--- src/rtl/accum_counter_pkg.sv ---
// rtl/accum_counter_pkg.sv - shared mode constants and packing helpers for the counter bank
package accum_counter_pkg;

    localparam int MODE_WRAP = 0;
    localparam int MODE_SAT  = 1;

    // Low bit of channel idx inside a flat bus of width-bit slices.
    function automatic int lane_lo(input int idx, input int width);
        return idx * width;
    endfunction

    // Width able to hold the sum of nch totals of tot_w bits, never below tot_w+1.
    function automatic int sum_width(input int nch, input int tot_w);
        return tot_w + ((nch > 1) ? $clog2(nch) : 1);
    endfunction

endpackage

--- src/rtl/accum_counter_lane.sv ---
// rtl/accum_counter_lane.sv - one accumulating channel: total, sticky overflow, threshold hit
module accum_counter_lane
    import accum_counter_pkg::*;
#(
    parameter int AMT_W    = 4,
    parameter int TOT_W    = 8,
    parameter int SATURATE = MODE_WRAP
) (
    input  logic             clk,
    input  logic             reset,
    input  logic             inc,
    input  logic [AMT_W-1:0] amt,
    input  logic             clr,
    input  logic [TOT_W-1:0] thresh,
    output logic [TOT_W-1:0] tot,
    output logic             ovf,
    output logic             hit
);

    logic [TOT_W:0]   sum_ext;
    logic             carry;
    logic [TOT_W-1:0] next_tot;
    logic             do_inc;

    always_comb begin
        sum_ext = {1'b0, tot} + {{(TOT_W + 1 - AMT_W){1'b0}}, amt};
        carry   = sum_ext[TOT_W];
        if (carry && (SATURATE == MODE_SAT)) begin
            next_tot = '1;
        end else begin
            next_tot = sum_ext[TOT_W-1:0];
        end
        // A zero amount must not touch ovf or fire hit, so it is treated as hold.
        do_inc = inc && (amt != '0);
    end

    always_ff @(posedge clk or posedge reset) begin
        if (reset) begin
            tot <= '0;
            ovf <= 1'b0;
            hit <= 1'b0;
        end else if (clr) begin
            tot <= '0;
            ovf <= 1'b0;
            hit <= 1'b0;
        end else if (do_inc) begin
            tot <= next_tot;
            ovf <= ovf | carry;
            hit <= (tot < thresh) && (next_tot >= thresh);
        end else begin
            hit <= 1'b0;
        end
    end

endmodule

--- src/rtl/accum_counter_bank.sv ---
// rtl/accum_counter_bank.sv - bank of independent accumulating counters with a registered grand total
module accum_counter_bank
    import accum_counter_pkg::*;
#(
    parameter int NCH      = 4,
    parameter int AMT_W    = 4,
    parameter int TOT_W    = 8,
    parameter int SATURATE = MODE_WRAP
) (
    input  logic                                clk,
    input  logic                                reset,
    input  logic [NCH-1:0]                      io_inc,
    input  logic [NCH*AMT_W-1:0]                io_amt,
    input  logic [NCH-1:0]                      io_clr,
    input  logic [TOT_W-1:0]                    io_thresh,
    output logic [NCH*TOT_W-1:0]                io_tot,
    output logic [NCH-1:0]                      io_ovf,
    output logic [NCH-1:0]                      io_hit,
    output logic [sum_width(NCH, TOT_W)-1:0]    io_sum
);

    localparam int SUM_W = sum_width(NCH, TOT_W);

    for (genvar i = 0; i < NCH; i++) begin : g_lane
        accum_counter_lane #(
            .AMT_W    (AMT_W),
            .TOT_W    (TOT_W),
            .SATURATE (SATURATE)
        ) u_lane (
            .clk    (clk),
            .reset  (reset),
            .inc    (io_inc[i]),
            .amt    (io_amt[lane_lo(i, AMT_W) +: AMT_W]),
            .clr    (io_clr[i]),
            .thresh (io_thresh),
            .tot    (io_tot[lane_lo(i, TOT_W) +: TOT_W]),
            .ovf    (io_ovf[i]),
            .hit    (io_hit[i])
        );
    end

    // Sums the registered totals, so io_sum trails io_tot by exactly one edge.
    logic [SUM_W-1:0] sum_next;

    always_comb begin
        sum_next = '0;
        for (int i = 0; i < NCH; i++) begin
            sum_next = sum_next + SUM_W'(io_tot[lane_lo(i, TOT_W) +: TOT_W]);
        end
    end

    always_ff @(posedge clk or posedge reset) begin
        if (reset) begin
            io_sum <= '0;
        end else begin
            io_sum <= sum_next;
        end
    end

endmodule
--- config.mk ---
export PLATFORM = sky130hd
export DESIGN_NAME = accum_counter_bank
export DESIGN_NICKNAME = d
export VERILOG_FILES = /design/src/rtl/accum_counter_pkg.sv /design/src/rtl/accum_counter_lane.sv /design/src/rtl/accum_counter_bank.sv
export SDC_FILE = /design/constraint.sdc
export NUM_CORES = 1
export LEC_CHECK = 0
export CAP_MARGIN = 20
export CORE_MARGIN = 2
export CORE_UTILIZATION = 50
export DETAILED_ROUTE_END_ITERATION = 16
export PLACE_DENSITY = 0.87
export SETUP_SLACK_MARGIN = 0.5
export SLEW_MARGIN = 0
export SYNTH_ARGS = -nofsm -noshare
export SYNTH_HDL_FRONTEND = slang
export SYNTH_SLANG_ARGS = --single-unit
--- constraint.sdc ---
create_clock -name clk -period 3.3 [get_ports clk]
set_clock_uncertainty 0.05 [all_clocks]
set_input_delay 0.825 -clock clk [delete_from_list [all_inputs] [get_ports clk]]
set_output_delay 0.825 -clock clk [all_outputs]
set_load 0.05 [all_outputs]
# ---- After elaboration in Yosys (flattened, before gate mapping)
# Index checks and enable logic that the tools add are counted.
dict set report totals {
  reg_bits 50
  input_bits 34
  out_inout_bits 50
}
dict set report classes {
  add_sub_neg 7
  n_lt_le_gt_ge 8
  muxes 24
  bitwise 4
  reduce_logical 16
}
# operator n
set op_table {}
lappend op_table {{$mux W8} 8}
lappend op_table {{$add A8 B4 Y9} 4}
lappend op_table {{$ge A8 B8 Y1} 4}
lappend op_table {{$lt A8 B8 Y1} 4}
lappend op_table {{$mux W1} 16}
lappend op_table {{$reduce_bool A4 Y1} 4}
lappend op_table {{$add A10 B8 Y10} 1}
lappend op_table {{$add A9 B8 Y10} 1}
lappend op_table {{$add A8 B8 Y9} 1}
lappend op_table {{$logic_and A1 B1 Y1} 8}
lappend op_table {{$reduce_bool A2 Y1} 4}
lappend op_table {{$or A1 B1 Y1} 4}

# ---- Depth between registers and ports, before layout
# Gate-level depths: netlist (run 1).
dict set report depth {
  word_depth 5
  mapped_depth 11
}

# ---- Hierarchy
# A second synthesis (run 1) with hierarchy kept.
dict set report unflattened {
  hier_cells 535
  hier_area_um2 5017.3
}
# mod n_inst cells_per_inst area_each_um2 seq_area_each_um2
set by_module_without_submodules {}
lappend by_module_without_submodules {{accum_counter_lane at g_lane[1].u_lane ...} 3 107 991.0 250.2}
lappend by_module_without_submodules {accum_counter_bank 1 108 1053.5 250.2}
lappend by_module_without_submodules {{accum_counter_lane at g_lane[0].u_lane} 1 106 991.0 250.2}

# ---- Worst setup path after synthesis (run 1)
# OpenSTA, ideal clock, no wires.
dict set report synth_path {
  path_type {input -> register}
  start {input port io_amt[12]}
  end {register g_lane[3].u_lane.hit}
  setup_time_ns 0.100
  t_arrival_ns 3.103
  required_time_ns 3.150
  path_slack_ns 0.046
  path_stages 10
  path_buffers 0
  cell_sequence {ha_1 > fa_1 > a21o_1 > a21oi_1 > nor2_1 > xor2_1 > ha_1 > o21ai_0 > a2111oi_0 > nor4bb_1}
}
dict set report synth_between {
  elab_chain_len 5
  word_cells_on_any_way 7
  cone_classes {add/sub (1); order compare (1); mux (2); reduce/logical (3)}
}
# item line_no
set synth_lines {}
lappend synth_lines {{start, declared} accum_counter_bank.sv:13} ;# input logic [NCH*AMT_W-1:0] io_amt,
lappend synth_lines {{$add A8 B4 Y9} accum_counter_lane.sv:26} ;# sum_ext = {1'b0, tot} + {{(TOT_W + 1 - AMT_W){1'b0}}, amt};
lappend synth_lines {{$ge A8 B8 Y1} accum_counter_lane.sv:49} ;# hit <= (tot < thresh) && (next_tot >= thresh);
lappend synth_lines {{$logic_and A1 B1 Y1} accum_counter_lane.sv:49}
lappend synth_lines {{$mux W1 *} accum_counter_lane.sv:46} ;# end else if (do_inc) begin
lappend synth_lines {{$mux W1 *} accum_counter_lane.sv:42} ;# end else if (clr) begin
lappend synth_lines {{end signal, assigned} accum_counter_lane.sv:49}
lappend synth_lines {{end, declared} accum_counter_lane.sv:17} ;# output logic hit
# Mark *: on every way between the ends. The rest lies on a longest branch, timed or not.
# A chain may end at the register's enable or synchronous reset.

# ---- Worst setup path in the final report (run 1)
dict set report layout_path {
  start {input port io_amt[14]}
  end {register g_lane[3].u_lane.hit}
}
# Same word-level chain as after synthesis.

==> flow_metrics.env, run 1 <==
export IMPL_vias_per_cell=6.08
export IMPL_cp_max_fo=4
export IMPL_cp_end_kind="flop"
export IMPL_synth_flop_cell="dfrtp_1"
export IMPL_synth_edff_count=0
export IMPL_num_vias=4404
export IMPL_grtUsageTotal_pct=27.0
export IMPL_syn_area_per_cell_um2=9.80
export IMPL_peakVddDrop_uv=238
export IMPL_maxSlewViolCount=0
export IMPL_seqPwrFrac_pct=32.6
export IMPL_switching_share_pct=41.5
export IMPL_async_reset_ff_share_pct=100
export IMPL_cts_sinks=50
export IMPL_grt_pass1_wl_um=21500
export IMPL_seq_area_frac_synth_pct=26.9
export IMPL_power_density_nw_per_um2=352
export IMPL_worstSetupStartpointType="input port"
export IMPL_start_util_pct=50.9
export IMPL_r2r_setup_slack_ns=0.44
export IMPL_path_class="input port to flop"
export IMPL_gr_total_overflow=0
export IMPL_leakage_nw=3.10
export IMPL_syn_num_nets=614
export IMPL_rows=35
export IMPL_run_status="completed"
export IMPL_fin_setup_tns_ns=0
export IMPL_worst_slew_pin_slew_ns=0.809
export IMPL_pre_cts_ws_ns=-0.462
export IMPL_yosysWarnings=0
export IMPL_dpl_cell_area_um2=5910
export IMPL_crit_required_ns=3.44
export IMPL_hp_class="flop to flop"
export IMPL_setup_violations_final=0
export IMPL_hpwl_um=9800
export IMPL_final_util_pct=70.3
export IMPL_root_buffer="clkbuf_8"
export IMPL_finalHoldViolations=0
export IMPL_period_share_pct=87.2
export IMPL_dieWidth_um=100
export IMPL_ant_nets=0
export IMPL_cts_tree="built"
export IMPL_cts_buffers=5
export IMPL_clockBufferDepth=2
export IMPL_wl_um=14200
export IMPL_synth_area_um2=4660
export IMPL_dieArea_um2=10100
export IMPL_area_growth_pct=38.3
export IMPL_route_detailed_drc=0
export IMPL_hold_depth=2
export IMPL_setup_ws_ns=0.422
export IMPL_fin_nets=752
export IMPL_drive_above_1_share_pct=23.8
export IMPL_comb_power_share_pct=51.6
export IMPL_arrival_ns=3.02
export IMPL_grt_max_degree=29
export IMPL_clkLatencyLatePin_ns=0.32
export IMPL_drv_cap=0
export IMPL_fp_dieH_um=100
export IMPL_antenna_found_initial=0
export IMPL_routedWlPerCell_um=19.6
export IMPL_fin_area_um2=6440
export IMPL_fill_cells=616
export IMPL_cp_slowest_stage_delay_ns=0.35
export IMPL_clock_power_share_pct=15.8
export IMPL_rr_worst_depth=10
export IMPL_dr_first_iter_drc_count=271
export IMPL_netlist_instances=475
export IMPL_h_tree_depth=2
export IMPL_core_area_um2=9150
export IMPL_io_buffers=83
export IMPL_netSwitchingPower_mw=0.942
export IMPL_hold_buffers=0
export IMPL_maxSlewHeadroom_pct=45.9
export IMPL_min_period_ns=2.88
export IMPL_clk_pin_slew_ns=0.09
export IMPL_rsz0062_at_grt="yes"
export IMPL_multi_input_area_um2=3550
export IMPL_io_pin_count=84
export IMPL_seqCellArea_um2=1280
export IMPL_p_int_mw=1.33
export IMPL_slowest_stage="a2111oi_2"
export IMPL_grt_pass1_vias=4442
export IMPL_fmax_mhz=347
export IMPL_num_antenna_cells=0
export IMPL_synth_seq_cells=50
export IMPL_dr_pass1_iters=4
export IMPL_synth_distinct_cells=41
export IMPL_gp_congestion=0.938
export IMPL_path_cells="dlygate4sd2_1 > ha_4 > o21a_1 > a21oi_2 > nand2b_1 > xnor2_1 > ha_1 > a2111oi_2 > o21ai_1 > nor4bb_4"
per-stage QoR:
step | power, mW | hold WS, ns | cells
floorplan | 1.40 | 0.414 | 475
global placement | 1.70 | 0.427 | 689
detailed placement | 1.76 | 0.452 | 689
CTS | 2.17 | 0.473 | 710
global route | 2.39 | 0.502 | 724
finish | 2.27 | 0.461 | 724
synth_stat cells (5+ instances only):
library cell,number,area (µm²)
a2111oi_0,5,43.8
a211oi_1,7,52.6
a21o_1,18,135
a21oi_1,40,200
a31oi_1,5,31.3
buf_4,8,60.1
dfrtp_1,50,1250
fa_1,20,400
ha_1,85,1060
inv_1,25,93.8
mux2i_1,5,50.1
nand2_1,28,105
nand2b_1,8,50.1
nand3_1,15,75.1
nand4_1,7,43.8
nor2_1,41,154
nor3_1,12,60.1
o21ai_0,12,60.1
xnor2_1,24,210
xor2_1,19,166
worst paths after layout:
path	to	from
worst max-delay path	g_lane[3].u_lane.hit	io_amt[14]
worst min-delay path	g_lane[1].u_lane.ovf	g_lane[1].u_lane.ovf
worst max register to register	io_sum[7]	g_lane[1].u_lane.tot[1]
worst min register to register	g_lane[1].u_lane.ovf	g_lane[1].u_lane.ovf
max in group asynchronous	g_lane[0].u_lane.tot[1]	reset
min in group asynchronous	g_lane[1].u_lane.tot[3]	reset
registers in the layout, summed over array words and instances (netlist names):
register           count
g_lane.u_lane.ovf      4
g_lane.u_lane.hit      4
g_lane.u_lane.tot     32
io_sum                10
power by group through the flow:
stage,logic [mW],registers (mW),clock network [mW]
finish,1.17,0.739,0.359
global route,1.27,0.745,0.380
CTS,1.08,0.739,0.357
detailed placement,1.00,0.759,0
global placement,0.947,0.755,0
floorplan,0.462,0.934,0
kinds of logic (layout without fill, tap and decap cells):
kind of cell	count (synthesis)	count (layout)	synth area share, %
mux	5	5	1.08
fa+ha+maj	105	105	31.4
flops	50	50	26.9
compound gates	106	106	15.8
simple gates	127	127	12.9
xor+xnor	43	43	8.09
buf+inv	39	177	3.82
worst max-delay path, delay by kind of cell:
| kind | cells | cell delay, ns |
|---|---|---|
| xor gates and xnor gates | 1 | 0.13 |
| and+or+nand+nor | 2 | 0.34 |
| buffers and inverters | 1 | 0.27 |
| AOI/OAI and AO/OA | 4 | 0.91 |
| adders and majority gates | 2 | 0.54 |
layout make-up:
type | instances | area share, %
flip-flops and latches | 50 | 19.8
clock buffers | 6 | 1.13
well taps | 111 | 2.16
clock inverters | 1 | 0.117
inverters | 25 | 1.46
repair buffers | 145 | 20.1
multi-input cells | 386 | 55.2
layout by cell type (no fill, tap or decap), types with 4 or more instances in the layout:
master	synthesis	final
a31oi_1	5	5
nand2_1	28	28
ha_4	0	13
nand4_1	7	7
inv_1	25	23
clkbuf_8	0	5
dfrtp_2	0	21
o21ai_0	12	4
mux2i_1	5	5
nor2_1	41	40
nor3_1	12	12
fa_2	0	6
xnor2_1	24	24
nand2b_1	8	8
a21oi_1	40	31
o21ai_1	0	6
dfrtp_1	50	29
buf_4	8	60
xor2_1	19	19
a21o_1	18	18
a211oi_1	7	5
nand3_1	15	15
a21oi_2	0	7
fa_1	20	14
dlygate4sd2_1	0	4
clkdlybuf4s50_1	0	67
ha_1	85	70
or3_1	4	4
routing by layer:
metal	part of all wire, %	global-route usage (%)
met1	38	31.2
met4	4.7	12.8
met5	0	0
met2	51	48.3
met3	6.4	4.72
timing repair:
action / in CTS / in global routing
setup endpoints to repair: 6 / 9
pin swaps: 42 / 33
resized for setup: 57 / 32
setup buffers: 14 / 14
gates cloned: 0 / 0
Note: power is estimated with default switching activity, not from simulation.
==> run 2: changes to the inputs <==
- CTS_BUF_LIST: not set -> sky130_fd_sc_hd__clkbuf_4 sky130_fd_sc_hd__clkbuf_8
- PLACE_DENSITY: 0.87 -> 0.86
- SYNTH_HIERARCHICAL: not set -> 1
==> flow_metrics.env, run 2 <==
export IMPL_run_status="completed"
export IMPL_syn_num_nets=674
export IMPL_io_buffers=83
export IMPL_core_area_um2=9770
export IMPL_clkLatencyLatePin_ns=0.31
export IMPL_synth_top_area_share_pct=24.9
export IMPL_largest_register_ffs=32
export IMPL_vias_per_cell=6.06
export IMPL_cts_sinks=50
export IMPL_path_cells="buf_2 > ha_4 > fa_2 > a21o_2 > a21oi_4 > nor2_2 > xor2_1 > ha_1 > a21o_1 > a221o_1 > a41oi_2 > a311oi_1"
export IMPL_slowest_stage="fa_2"
export IMPL_syn_area_per_cell_um2=9.38
export IMPL_leakage_nw=3.39
export IMPL_ys_top_cells_by_count="ha_1 (85), inv_1 (85), dfrtp_1 (50)"
export IMPL_synth_flop_cell="dfrtp_1"
export IMPL_synth_distinct_cells=47
export IMPL_clockBufferDepth=2
export IMPL_hp_class="flop to flop"
export IMPL_layout_common_cells="inv_1 (83), buf_4 (80), ha_1 (71)"
export IMPL_gr_total_overflow=0
export IMPL_reg_top3="g_lane.u_lane/tot: 32 flops, io_sum: 10 flops"
export IMPL_clk_pin_slew_ns=0.10
export IMPL_fin_area_um2=7040
export IMPL_dieArea_um2=10900
export IMPL_maxSlewHeadroom_pct=58.8
export IMPL_h_tree_depth=2
export IMPL_dpl_cell_area_um2=6450
export IMPL_antenna_found_initial=0
export IMPL_num_vias=5050
export IMPL_root_buffer="clkbuf_8"
export IMPL_grt_pass1_vias=5025
export IMPL_cts_buffers=5
export IMPL_routedWlPerCell_um=19.4
export IMPL_area_growth_pct=40.3
export IMPL_yosysTopAreaCell="dfrtp_1"
export IMPL_cp_end_kind="flop"
export IMPL_start_util_pct=51.3
export IMPL_cts_tree="built"
export IMPL_fin_setup_tns_ns=0
export IMPL_grt_pass1_wl_um=24100
export IMPL_worst_path_dominant_cell_family="compound AO/OA/AOI/OAI gates"
export IMPL_dieWidth_um=104
export IMPL_worst_slew_pin_slew_ns=0.616
export IMPL_synth_edff_count=0
export IMPL_hpwl_um=10700
export IMPL_cp_slowest_stage_delay_ns=0.35
export IMPL_place_inst=789
export IMPL_crit_required_ns=3.45
export IMPL_worstSetupStartpointType="input port"
export IMPL_arrival_ns=3.14
export IMPL_peakVddDrop_uv=332
export IMPL_maxSlewViolCount=0
export IMPL_grt_max_degree=18
export IMPL_route_detailed_drc=0
export IMPL_dr_first_iter_drc_count=382
export IMPL_setup_violations_final=0
export IMPL_yosysWarnings=6
export IMPL_path_class="input port to flop"
export IMPL_dr_pass1_iters=5
export IMPL_yosys_top_cells_area="dfrtp_1 (25%), ha_1 (21%), fa_1 (8.0%)"
export IMPL_path_buf_inv=1
export IMPL_drv_cap=0
export IMPL_drive_above_1_share_pct=25.7
export IMPL_synth_area_um2=5020
export IMPL_fp_dieH_um=104
export IMPL_rows=36
export IMPL_seq_area_frac_synth_pct=24.9
export IMPL_layout_cells_non_filler=833
export IMPL_ant_nets=0
export IMPL_async_reset_ff_share_pct=100
export IMPL_num_antenna_cells=0
export IMPL_power_density_nw_per_um2=338
export IMPL_synth_seq_cells=50
export IMPL_finalHoldViolations=0
export IMPL_netlist_instances=535
export IMPL_wl_um=16200
export IMPL_grtUsageTotal_pct=27.5
export IMPL_fin_nets=838
export IMPL_final_common_cell="inv_1"
export IMPL_cp_max_fo=3
export IMPL_min_period_ns=3.00
export IMPL_fmax_mhz=333
export IMPL_period_share_pct=90.9
export IMPL_rsz0062_at_grt="yes"
export IMPL_power_mw=2.38
export IMPL_gp_congestion=0.885
export IMPL_largest_register="g_lane.u_lane/tot"
export IMPL_io_pin_count=84
==> run 2: cells by family after synthesis <==
| kind of cell | Yosys count | synth area share (%) |
|---|---|---|
| flip-flops | 50 | 24.9 |
| AO/OA/AOI/OAI | 146 | 21.5 |
| AND/OR/NAND/NOR | 113 | 12.1 |
| buffers and inverters | 93 | 7.26 |
| XOR/XNOR | 24 | 4.19 |
| multiplexers | 4 | 0.798 |
| adder cells (fa/ha/maj) | 105 | 29.2 |
==> run 2: final cells by class <==
| cell class | count | area [µm²] |
|---|---|---|
| clock inverter | 2 | 12.5 |
| timing repair buffer | 165 | 1420 |
| tap | 133 | 166 |
| multi-input combinational | 392 | 3760 |
| clock buffer | 6 | 82.6 |
| sequential | 50 | 1280 |
| inverter | 85 | 319 |
| fill | 632 | 2730 |
==> run 2: worst min-delay path, cell delays in order, from the launching register on <==
cell and delay, ns:
dfrtp_1 0.39, inv_1 0.05, o32ai_1 0.06
==> run 2: through the flow <==
step	worst slack, ns	hold WS (ns)	util (%)
after global placement	-0.344	0.456	66.0
final	0.301	0.478	72.0
after detailed placement	-0.459	0.466	66.0
after global routing	0.236	0.506	72.0
after floorplan	0.207	0.615	-
after CTS	0.343	0.480	68.9
==> run 2: per-layer routing <==
metal  share of wire, %  global-route usage (%)  vias up
met3                7.4                    3.82      119
met4                8.1                    19.4        0
met2                 48                    47.1      300
li1                   -                       -     2234
met1                 36                    31.5     2397
met5                  0                       0        -
==> run 2: final timing paths <==
check | startpoint | to | slack (ns) | depth (start not counted)
max in group asynchronous | reset | g_lane[1].u_lane/tot[7] | 1.72 | 2
worst max-delay path | io_amt[0] | g_lane[0].u_lane/hit | 0.30 | 12
worst max register to register | g_lane[0].u_lane/tot[0] | g_lane[0].u_lane/hit | 0.42 | 11
worst min-delay path | g_lane[2].u_lane/ovf | g_lane[2].u_lane/ovf | 0.48 | 2
min in group asynchronous | reset | io_sum[2] | 1.08 | 2
worst min register to register | g_lane[2].u_lane/ovf | g_lane[2].u_lane/ovf | 0.48 | 2
==> run 2: where the power goes <==
part	total (mW)	internal, mW	switching (mW)
Clock	0.384	0.169	0.215
Combinational	1.27	0.533	0.739
Sequential	0.723	0.670	0.0529
==> run 2: timing repair <==
| item | CTS | global route |
|---|---|---|
| setup buffers | 6 | 30 |
| hold buffers | 0 | 0 |
| gates resized for setup | 64 | 26 |
| endpoints found under the setup margin | 9 | 9 |
| cloned | 0 | 0 |
| pin swaps | 32 | 20 |
